===== src/rtl/cdb_if.sv =====
// cdb_if: request/grant and broadcast signals between the result producers and the CDB arbiter.
interface cdb_if #(
    parameter int NUM_REQ    = 4,
    parameter int DATA_WIDTH = 16,
    parameter int TAG_WIDTH  = 3
);
    logic [NUM_REQ-1:0]            req;
    logic [NUM_REQ*TAG_WIDTH-1:0]  req_tag;
    logic [NUM_REQ*DATA_WIDTH-1:0] req_data;
    logic                          flush;
    logic [NUM_REQ-1:0]            grant;
    logic                          cdb_valid;
    logic [TAG_WIDTH-1:0]          cdb_tag;
    logic [DATA_WIDTH-1:0]         cdb_data;
    modport master (output req, req_tag, req_data, flush, input grant, cdb_valid, cdb_tag, cdb_data);
    modport slave  (input req, req_tag, req_data, flush, output grant, cdb_valid, cdb_tag, cdb_data);
endinterface


===== src/rtl/cdb_arbiter.sv =====
// cdb_arbiter: round-robin arbitration of result requests onto a registered common data bus,
// with a flush that squashes the grant and clears the bus.
module cdb_arbiter #(
    parameter int NUM_REQ    = 4,
    parameter int DATA_WIDTH = 16,
    parameter int TAG_WIDTH  = 3
) (
    input  logic  clk,
    input  logic  rst_n,
    cdb_if.slave  bus
);
    localparam int PW = NUM_REQ > 1 ? $clog2(NUM_REQ) : 1;
    logic [PW-1:0]         rr_ptr, win, nxt_ptr;
    logic                  found;
    logic                  cdb_valid;
    logic [TAG_WIDTH-1:0]  cdb_tag;
    logic [DATA_WIDTH-1:0] cdb_data;
    always_comb begin
        int idx;
        idx   = 0;
        found = 1'b0;
        win   = '0;
        for (int i = 0; i < NUM_REQ; i++) begin
            idx = (int'(rr_ptr) + i) % NUM_REQ;
            if (!found && bus.req[PW'(idx)]) begin
                found = 1'b1;
                win   = PW'(idx);
            end
        end
        // grant is gated by reset and flush only, never by tag or data
        found = found && rst_n && !bus.flush;
    end
    assign nxt_ptr   = (win == PW'(NUM_REQ - 1)) ? '0 : win + 1'b1;
    assign bus.grant = found ? (NUM_REQ'(1) << win) : '0;
    always_ff @(posedge clk or negedge rst_n) begin
        if (!rst_n) begin
            rr_ptr    <= '0;
            cdb_valid <= 1'b0;
            cdb_tag   <= '0;
            cdb_data  <= '0;
        end else if (bus.flush) begin
            rr_ptr    <= '0;
            cdb_valid <= 1'b0;
        end else begin
            cdb_valid <= found;
            if (found) begin
                rr_ptr   <= nxt_ptr;
                cdb_tag  <= bus.req_tag[int'(win)*TAG_WIDTH +: TAG_WIDTH];
                cdb_data <= bus.req_data[int'(win)*DATA_WIDTH +: DATA_WIDTH];
            end
        end
    end
    assign bus.cdb_valid = cdb_valid;
    assign bus.cdb_tag   = cdb_tag;
    assign bus.cdb_data  = cdb_data;
endmodule


===== src/flat_wrapper.sv =====
// flat-port wrapper written by rule: the top's interface ports become plain ports
module cdb_arbiter_flat 
#(
    parameter int NUM_REQ    = 4,
    parameter int DATA_WIDTH = 16,
    parameter int TAG_WIDTH  = 3
)
  (clk, rst_n, bus_req, bus_req_tag, bus_req_data, bus_flush, bus_grant, bus_cdb_valid, bus_cdb_tag, bus_cdb_data);
  cdb_if #(.NUM_REQ(NUM_REQ), .DATA_WIDTH(DATA_WIDTH), .TAG_WIDTH(TAG_WIDTH)) bus_i ();
  input  logic clk;
  input  logic rst_n;
  input wire logic [$bits(bus_i.req)-1:0] bus_req;
  input wire logic [$bits(bus_i.req_tag)-1:0] bus_req_tag;
  input wire logic [$bits(bus_i.req_data)-1:0] bus_req_data;
  input wire logic [$bits(bus_i.flush)-1:0] bus_flush;
  output wire logic [$bits(bus_i.grant)-1:0] bus_grant;
  output wire logic [$bits(bus_i.cdb_valid)-1:0] bus_cdb_valid;
  output wire logic [$bits(bus_i.cdb_tag)-1:0] bus_cdb_tag;
  output wire logic [$bits(bus_i.cdb_data)-1:0] bus_cdb_data;
  assign bus_i.req = bus_req;
  assign bus_i.req_tag = bus_req_tag;
  assign bus_i.req_data = bus_req_data;
  assign bus_i.flush = bus_flush;
  assign bus_grant = bus_i.grant;
  assign bus_cdb_valid = bus_i.cdb_valid;
  assign bus_cdb_tag = bus_i.cdb_tag;
  assign bus_cdb_data = bus_i.cdb_data;
  cdb_arbiter #(.NUM_REQ(NUM_REQ), .DATA_WIDTH(DATA_WIDTH), .TAG_WIDTH(TAG_WIDTH)) u_core (.clk(clk), .rst_n(rst_n), .bus(bus_i));
endmodule

===== config.mk =====
export PLATFORM = sky130hd
export DESIGN_NAME = cdb_arbiter_flat
export DESIGN_NICKNAME = d
export VERILOG_FILES = /design/src/rtl/cdb_if.sv /design/src/rtl/cdb_arbiter.sv /design/src/flat_wrapper.sv
export SDC_FILE = /design/constraint.sdc
export NUM_CORES = 1
export LEC_CHECK = 0
export BUFFER_PORTS_ARGS = -buffer_cell sky130_fd_sc_hd__buf_2
export CAP_MARGIN = 20
export CORE_UTILIZATION = 37
export CTS_CLUSTER_DIAMETER = 150
export CTS_CLUSTER_SIZE = 30
export DETAILED_ROUTE_END_ITERATION = 12
export PLACE_DENSITY = 0.78
export SETUP_SLACK_MARGIN = 0.15
export SYNTH_ARGS = -nofsm -noshare
export SYNTH_HDL_FRONTEND = slang
export SYNTH_SLANG_ARGS = --single-unit
export TNS_END_PERCENT = 5

===== constraint.sdc =====
create_clock -name clk -period 2 [get_ports clk]
set_input_delay 0.4 -clock clk [delete_from_list [all_inputs] [get_ports clk]]
set_output_delay 0.4 -clock clk [all_outputs]
set_load 0.02 [all_outputs]

==> results of run 1 <==
==> worst max-delay path by stage <==
stage / start / to / slack, ns
floorplan: bus_req[2] / bus_grant[0] / 0.03
global placement: bus_req[1] / u_core.bus.cdb_data[0] / 0.13
detailed placement: bus_req[1] / u_core.bus.cdb_data[0] / 0.08
CTS: u_core.rr_ptr[0] / bus_grant[0] / 0.04
global route: u_core.rr_ptr[0] / bus_grant[0] / -0.005
finish: u_core.rr_ptr[0] / bus_grant[0] / 0.04
==> sequential cells by signal, indices dropped and copies added, names as in the netlist <==
name                  cells
u_core.bus.cdb_valid      1
u_core.rr_ptr             2
u_core.bus.cdb_tag        3
u_core.bus.cdb_data      16
==> cells in the mapped netlist <==
library cell	count
buf_6	1
mux2i_1	20
o31ai_1	2
nor2_1	22
a211oi_1	2
nand2_1	1
a21boi_0	1
nor3_1	3
a21boi_2	1
a21o_1	1
inv_1	3
and2b_1	1
buf_4	1
o21ai_1	1
o211a_1	1
o221ai_1	1
inv_2	1
dfrtp_1	22
clkbuf_2	1
o22ai_1	18
a221oi_1	20
nand2b_1	1
a311o_1	1
o21ai_0	20
o211ai_1	1
and3_4	1
a21oi_1	3
nor2b_1	2
clkbuf_1	4
or2_2	1
o41ai_4	1
buf_2	11
and2_1	3
==> placed cells by master (no fill, tap or decap), types with 2 or more instances in the layout <==
cell,count
buf_2,104
nor2_1,22
dfrtp_1,21
o21ai_0,20
mux2i_1,20
a221oi_1,19
o22ai_1,17
buf_4,13
clkbuf_8,4
a21oi_1,3
nor3_1,3
inv_1,2
a211oi_2,2
and2_1,2
o31ai_1,2
buf_6,2
==> power groups by stage <==
stage / Sequential, uW / Clock (uW) / Combinational (uW)
5_1_grt: 624 / 339 / 765
2_1_floorplan: 715 / 0 / 320
3_3_place_gp: 614 / 0 / 677
3_5_place_dp: 614 / 0 / 692
4_1_cts: 606 / 323 / 700
6_report: 610 / 321 / 703
==> area by class of cell <==
cell class | count | area, um2
tap | 50 | 62.6
fill | 376 | 1730
inverter | 4 | 17.5
clock buffer | 4 | 55.1
timing repair buffer | 120 | 661
multi-input combinational | 129 | 922
sequential | 22 | 552
==> worst register-to-register path, delay by kind of cell (launching register included) <==
family / cells / cell delay [ns]
flip-flops: 1 / 0.44
AO/OA/AOI/OAI: 3 / 0.73
buffers and inverters: 1 / 0.22
AND/OR/NAND/NOR: 2 / 0.28
==> stage by stage <==
step                      std cells  power, uW  setup WS [ns]  TNS (ns)
final                           329       1630         0.0444         0
after global routing            329       1730       -0.00456  -0.00456
after CTS                       329       1630         0.0399         0
after detailed placement        323       1310         0.0820         0
after global placement          323       1290          0.133         0
after floorplan                 173       1040         0.0298         0
==> repair_timing <==
| action | 4_1_cts | 5_1_grt |
|---|---|---|
| endpoints found under the hold margin | 0 | 0 |
| cloned | 0 | 0 |
| buffers inserted | 2 | 0 |
| hold buffers | 0 | 0 |
| endpoints found under the setup margin | 3 | 21 |
| resized for setup | 2 | 8 |
| pin swaps | 0 | 5 |
==> logic make-up (layout without fill, tap and decap cells) <==
logic type / Yosys count / after routing / share of synthesized area [%]
buffers and inverters: 22 / 128 / 7.02
DFF: 22 / 22 / 35.5
muxes: 20 / 20 / 12.9
and+or+nand+nor: 35 / 35 / 10.6
AOI/OAI and AO/OA: 74 / 74 / 34.0
==> metal layers <==
metal / vias up / track usage (%) / part of all wire (%)
met5: - / 0 / 0
met4: 0 / 6.91 / 1.2
met3: 8 / 3.42 / 7.0
met2: 91 / 35.2 / 48
met1: 813 / 29.4 / 44
li1: 879 / - / -
==> flow_summary_export.csv, run 1 <==
group,metric,value,unit
outcome,outcome,"finished clean",
flow_run,cap_violations,0,
placement,place.detailed.hpwl,3730,um
drt,drt_wl_total,4980,um
setup_path,r2r_start,"u_core.rr_ptr[0]",
placement,dpl_cell_area,2170,um2
clock_network,clkTransAtPathRegs,0.08,ns
synthesis,synth_top_area_share,35.5,%
drt,avgRoutedWirePerCell,15.1,um
synthesis,synth_top_cell_by_area,"dfrtp_1",
sta,skew,0.00204,ns
floorplan,io-pin-count,107,
synthesis,syn_inst,173,
synthesis,synth.net_count,256,
drt,drcViolationCount,0,
global_routing,grt_usage,21.8,%
clock_network,cts_buffer_depth,2,
drt,ant_nets,0,
setup_path,cp_top_family,"simple AND/OR/NAND/NOR gates",
sta,drv_slew,0,
global_routing,grt_max_degree,25,
sta,hold_viol_final,0,
power,p_comb_share,43.0,%
power,p_seq_share,37.3,%
sta,hold-worst-slack,0.174,ns
finish,diodes,0,
power,power.internal,1020,uW
setup_path,cp_cell_sequence,"and2b_1, nor3_1, a311o_1, and2_4, buf_6",
setup_path,crit_fanout,5,
floorplan,start_util,38.8,%
setup_path,critPathSlowestCell,"dfrtp_1",
setup_path,slowest_delay,0.44,ns
setup_path,end_kind,"primary output",
clock_network,clk_latency,0.26,ns
global_routing,grt_pass1_wl,7410,um
clock_network,cts_sinks,22,
power,p_sw_share,37.4,%
floorplan,design.core.area,4000,um2
setup_path,worstSetupStartpointType,"flip-flop",
sta,worst_pin_slew,0.620,ns
sta,max_freq,511,MHz
power,power_density,720,nW/um2
drt,vias_per_cell,5.44,
finish,layout.nets,363,
finish,post-route-cell-area,2270,um2
global_routing,overflow,0,
synthesis,synthTopCellsByArea,"dfrtp_1 35%, mux2i_1 13%, a221oi_1 11%, o22ai_1 7.3%, o21ai_0 6.5%",
min_path,hold_path_class,"input port to asynchronous set/reset pin",
setup_path,ff2ff_path_depth,6,
setup_path,cp.buffers_inverters,1,
synthesis,synth.avg_cell_area,8.97,um2
synthesis,ys_warn_count,0,
synthesis,ys_seq_area_share,35.5,%
sta,relSlewSlack,58.6,%
drt,vias,1791,
sta,finalCritPeriodShare,97.8,%
finish,drive_gt1_share,49.1,%
placement,port_buffers,106,
global_routing,grt_pass1_vias,1642,
finish,utilization,56.7,%
power,p_clk_share,19.7,%
power,vdd_drop_max,0.409,mV
clock_network,root_buffer,"clkbuf_8",
drt,drtIter0Drc,194,
setup_path,cp.arrival,1.56,ns
drt,dr.pass1.iters,4,
synthesis,syn-cell-area,1550,um2
clock_network,numCtsBuffers,3,
global_routing,antenna_found_initial,0,
floorplan,die_h,66.8,um
finish,area_growth,46.3,%
setup_path,cp_num_cells,5,
power,p_sw,611,uW
floorplan,rows,23,
setup_path,cp.required,1.60,ns
synthesis,ys_types,33,
setup_path,r2r_setup_slack,0.20,ns
setup_path,r2r_end,"u_core.bus.cdb_data[14]",
placement,gp_congestion,0.956,
clock_network,cts_tree,"done",
synthesis,synth_seq_cells,22,
floorplan,die_area,4460,um2
sta,rsz0062_at_grt,"yes",
clock_network,cts_htree_levels,1,
floorplan,die_w,66.8,um
sta,setup_viol,0,
power,p_leak,0.00113,uW
setup_path,crit_type,"flip-flop to primary output",
sta,min_period,1.96,ns
No activity file was read; power rests on OpenSTA's default activity.
==> run 2, diff against run 1 <==
==> constraint.sdc (replaced) <==
create_clock -name clk -period 2 [get_ports clk]
set_input_delay 0.2 -clock clk [delete_from_list [all_inputs] [get_ports clk]]
set_output_delay 0.2 -clock clk [all_outputs]
set_load 0.02 [all_outputs]
==> flow_summary_export.csv, run 2 (synthesis gave the netlist of run 1 again) <==
group,metric,value,unit
finish,multiInputGateArea,905,um2
finish,fillers,382,
sta,setup_viol,0,
floorplan,io-pin-count,107,
setup_path,cp.required,1.80,ns
finish,layout.nets,361,
global_routing,grt_usage,20.5,%
power,power,1590,uW
setup_path,worstSetupStartpointType,"input port",
setup_path,cp.arrival,1.63,ns
finish,drive_gt1_share,46.6,%
drt,vias,1751,
drt,drtIter0Drc,169,
floorplan,rows,23,
sta,drv_slew,0,
setup_path,end_kind,"primary output",
outcome,outcome,"finished clean",
clock_network,cts_buffer_depth,2,
clock_network,clk_latency,0.25,ns
power,power_density,716,nW/um2
power,vdd_drop_max,0.332,mV
global_routing,grt_pass1_vias,1567,
finish,top_register,"u_core.bus.cdb_data",
drt,avgRoutedWirePerCell,13.2,um
clock_network,root_buffer,"clkbuf_8",
sta,max_freq,546,MHz
sta,min_period,1.83,ns
sta,setup_slack,0.169,ns
finish,area_growth,43.3,%
drt,dr.pass1.iters,4,
clock_network,cts_tree,"done",
drt,ant_nets,0,
global_routing,grt_max_degree,26,
finish,diodes,0,
drt,drt_wl_total,4320,um
floorplan,die_area,4460,um2
sta,rsz0062_at_grt,"yes",
sta,skew,0.00141,ns
finish,final_common_cell,"buf_2",
finish,largest_reg_flops,16,
floorplan,die_w,66.8,um
setup_path,crit_top_cell,"buf_2",
placement,port_buffers,106,
clock_network,cts_sinks,22,
flow_run,cap_violations,0,
min_path,hold_path_class,"input port to flip-flop",
placement,gp_congestion,0.908,
finish,final_cell_mix,"106 x buf_2, 22 x nor2_1, 22 x dfrtp_1",
global_routing,overflow,0,
power,p_leak,0.00112,uW
placement,pre_cts_ws,0.0739,ns
global_routing,antenna_found_initial,0,
setup_path,crit_fanout,25,
setup_path,crit_type,"input port to primary output",
sta,worst_pin_slew,0.367,ns
floorplan,die_h,66.8,um
clock_network,clkTransAtPathRegs,0.07,ns
floorplan,start_util,38.8,%
setup_path,slowest_delay,0.44,ns
finish,seqCellArea,551,um2
sta,relSlewSlack,75.5,%
global_routing,grt_pass1_wl,6960,um
clock_network,numCtsBuffers,3,
drt,drcViolationCount,0,
setup_path,cp_cell_sequence,"buf_2, o41ai_4, or2_2, inv_2, buf_4, and2_1, buf_2",
setup_path,critPathSlowestCell,"o41ai_4",
placement,place.detailed.hpwl,3340,um
floorplan,design.core.area,4000,um2
clock_network,cts_htree_levels,1,
sta,hold_viol_final,0,
drt,vias_per_cell,5.35,
finish,reg_top3,"u_core.bus.cdb_data: 16 flops, u_core.bus.cdb_tag: 3 flops, u_core.rr_ptr: 2 flops",
sta,finalCritPeriodShare,91.5,%
sta,tns,0,ns
-- run 2: what timing repair did --
action | 4_1_cts | 5_1_grt
setup endpoints to repair | 2 | 7
pin swaps | 1 | 0
hold endpoints to repair | 22 | 0
hold buffers | 1 | 0
resized for setup | 1 | 2
setup buffers | 1 | 0
-- run 2: stage by stage --
step | hold slack (ns) | utilization (%) | cells | area (um2)
2_1_floorplan | -0.0956 | - | 173 | 1550
3_3_place_gp | 0.255 | 53.6 | 321 | 2140
3_5_place_dp | 0.264 | 53.6 | 321 | 2140
4_1_cts | 0.128 | 55.5 | 327 | 2220
5_1_grt | 0.124 | 55.6 | 327 | 2220
6_report | 0.135 | 55.6 | 327 | 2220
-- run 2: layer usage --
metal  vias up  share of wire, %  track usage [%]  wire length, um
li1        877                 -                -                -
met1       800                43             26.1             1840
met2        68                50             35.2             2170
met3         6               6.0             3.60              261
met4         0               1.1             5.59               48
met5         -                 0                0                0
-- run 2: path summary, 6_finish.rpt --
path | startpoint | endpoint | slack (ns) | depth (start not counted)
worst max-delay path | bus_req[0] | bus_grant[0] | 0.17 | 7
worst min-delay path | bus_flush | u_core.rr_ptr[0] | 0.14 | 2
worst max register to register | u_core.rr_ptr[0] | u_core.bus.cdb_tag[2] | 0.23 | 6
worst min register to register | u_core.bus.cdb_data[10] | u_core.bus.cdb_data[10] | 0.59 | 2
max in group asynchronous | rst_n | u_core.bus.cdb_data[15] | 1.26 | 3
min in group asynchronous | rst_n | u_core.bus.cdb_data[3] | 0.52 | 3
-- run 2: cell type report --
type	instances	area share, %
well taps	50	2.81
clock buffers	4	2.48
multi-input cells	129	40.7
flip-flops and latches	22	24.8
inverters	4	0.675
repair buffers	118	28.6
-- run 2: where the power goes --
| part | internal [uW] | switching [uW] | leakage, uW | total (uW) |
|---|---|---|---|---|
| sequential | 537 | 67.5 | 0.000245 | 604 |
| combinational | 301 | 378 | 0.000841 | 679 |
| clock | 175 | 134 | 0.0000288 | 309 |
| total | 1010 | 580 | 0.00112 | 1590 |
-- run 2: worst max-delay path, delay by kind of cell --
family | cells | cell delay [ns]
buf+inv | 4 | 0.58
compound gates | 1 | 0.44
simple gates | 2 | 0.41
==> run 3, diff against run 2 <==
--- a/config.mk
+++ b/config.mk
@@ -7,2 +7,3 @@
 export LEC_CHECK = 0
+export ABC_CLOCK_PERIOD_IN_PS = 2000
 export BUFFER_PORTS_ARGS = -buffer_cell sky130_fd_sc_hd__buf_2
==> constraint.sdc (replaced) <==
create_clock -name clk -period 2 [get_ports clk]
set_input_delay 0.3 -clock clk [delete_from_list [all_inputs] [get_ports clk]]
set_output_delay 0.3 -clock clk [all_outputs]
set_load 0.02 [all_outputs]
==> flow_summary_export.csv, run 3 (synthesis gave the netlist of run 1 again) <==
group,metric,value,unit
placement,place.detailed.hpwl,3660,um
sta,relSlewSlack,65.2,%
sta,worst_pin_slew,0.522,ns
finish,utilization,56.4,%
sta,min_period,1.86,ns
finish,drive_gt1_share,48.2,%
power,vdd_drop_max,0.330,mV
global_routing,overflow,0,
global_routing,grt_max_degree,25,
sta,rsz0062_at_grt,"yes",
setup_path,crit_type,"flip-flop to primary output",
finish,area_growth,45.3,%
floorplan,io-pin-count,107,
finish,final_cell_mix,"105 x buf_2, 22 x nor2_1, 21 x dfrtp_1",
clock_network,cts_tree,"done",
global_routing,grt_pass1_wl,7490,um
placement,port_buffers,106,
clock_network,root_buffer,"clkbuf_8",
clock_network,numCtsBuffers,3,
finish,seqCellArea,552,um2
sta,tns,0,ns
finish,fillers,372,
finish,multiInputGateArea,908,um2
floorplan,die_w,66.8,um
clock_network,clk_latency,0.26,ns
clock_network,cts_htree_levels,1,
flow_run,cap_violations,0,
global_routing,grt_pass1_vias,1667,
placement,dpl_cell_area,2160,um2
setup_path,worstSetupStartpointType,"flip-flop",
outcome,outcome,"finished clean",
finish,reg_top3,"u_core.bus.cdb_data: 16 flops, u_core.bus.cdb_tag: 3 flops, u_core.rr_ptr: 2 flops",
finish,diodes,0,
drt,dr.pass1.iters,4,
sta,hold_viol_final,0,
drt,avgRoutedWirePerCell,14.6,um
finish,top_register,"u_core.bus.cdb_data",
drt,ant_nets,0,
drt,drt_wl_total,4830,um
placement,gp_congestion,0.881,
setup_path,cp.required,1.70,ns
clock_network,cts_buffer_depth,2,
clock_network,clkTransAtPathRegs,0.08,ns
floorplan,die_h,66.8,um
finish,largest_reg_flops,16,
floorplan,rows,23,
drt,vias_per_cell,5.52,
drt,vias,1823,
drt,drtIter0Drc,111,
sta,finalCritPeriodShare,93.1,%
setup_path,cp.arrival,1.56,ns
setup_path,crit_fanout,4,
global_routing,antenna_found_initial,0,
sta,max_freq,537,MHz
clock_network,cts_hold_buf,0,
floorplan,die_area,4460,um2
finish,layout.nets,364,
setup_path,end_kind,"primary output",
floorplan,start_util,38.8,%
drt,drcViolationCount,0,
power,p_leak,0.00113,uW
floorplan,design.core.area,4000,um2
finish,final_common_cell,"buf_2",
sta,drv_slew,0,
finish,post-route-cell-area,2250,um2
sta,skew,0.00252,ns
clock_network,cts_sinks,22,
sta,hold-worst-slack,0.0850,ns
global_routing,grt_usage,21.8,%
sta,setup_viol,0,
power,power,1630,uW
power,power_density,724,nW/um2
min_path,hold_path_class,"input port to asynchronous set/reset pin",
[run 3: per-stage QoR]
| step | cells | setup WS, ns |
|---|---|---|
| 2_1_floorplan | 173 | 0.116 |
| 3_3_place_gp | 322 | 0.240 |
| 3_5_place_dp | 322 | 0.124 |
| 4_1_cts | 329 | 0.102 |
| 5_1_grt | 330 | 0.0551 |
| 6_report | 330 | 0.139 |
[run 3: worst paths after layout]
| kind | start | end | slack, ns | cells after the start |
|---|---|---|---|---|
| max | u_core.rr_ptr[0] | bus_grant[0] | 0.14 | 5 |
| min | rst_n | u_core.bus.cdb_tag[1] | 0.09 | 2 |
| max reg2reg | u_core.rr_ptr[0] | u_core.bus.cdb_tag[0] | 0.16 | 7 |
| min reg2reg | u_core.bus.cdb_data[10] | u_core.bus.cdb_data[10] | 0.60 | 2 |
| max in group asynchronous | rst_n | u_core.rr_ptr[1] | 1.66 | 2 |
| min in group clk | bus_flush | u_core.rr_ptr[0] | 0.22 | 2 |
[run 3: layout make-up]
class / count / area share [%]
multi-input cells: 129 / 40.3
repair buffers: 121 / 29.4
flip-flops and latches: 22 / 24.5
well taps: 50 / 2.77
clock buffers: 4 / 2.44
inverters: 4 / 0.666
[run 3: routing by layer]
| layer | part of all wire (%) | wire length (um) | GRT usage, % |
|---|---|---|---|
| met4 | 2.0 | 97 | 8.24 |
| met1 | 40 | 1960 | 26.1 |
| met5 | 0 | 0 | 0 |
| met3 | 6.6 | 318 | 4.11 |
| met2 | 51 | 2460 | 38.3 |
[run 3: power breakdown]
group	leakage, uW	switching, uW	internal (uW)	total (uW)
Sequential	0.000244	72.8	537	610
Combinational	0.000858	387	311	699
Clock	0.0000288	149	176	325
[run 3: critical path: stages, from the launching register on]
cell and delay, ns:
dfrtp_1 0.42, and2b_1 0.23, nor3_1 0.06, a311o_1 0.31, and2_4 0.16, buf_6 0.13
[run 3: what timing repair did]
action / in CTS / in global routing
buffers inserted: 3 / 1
resized for setup: 3 / 2
pin swaps: 2 / 1
setup endpoints to repair: 3 / 22
gates cloned: 0 / 0
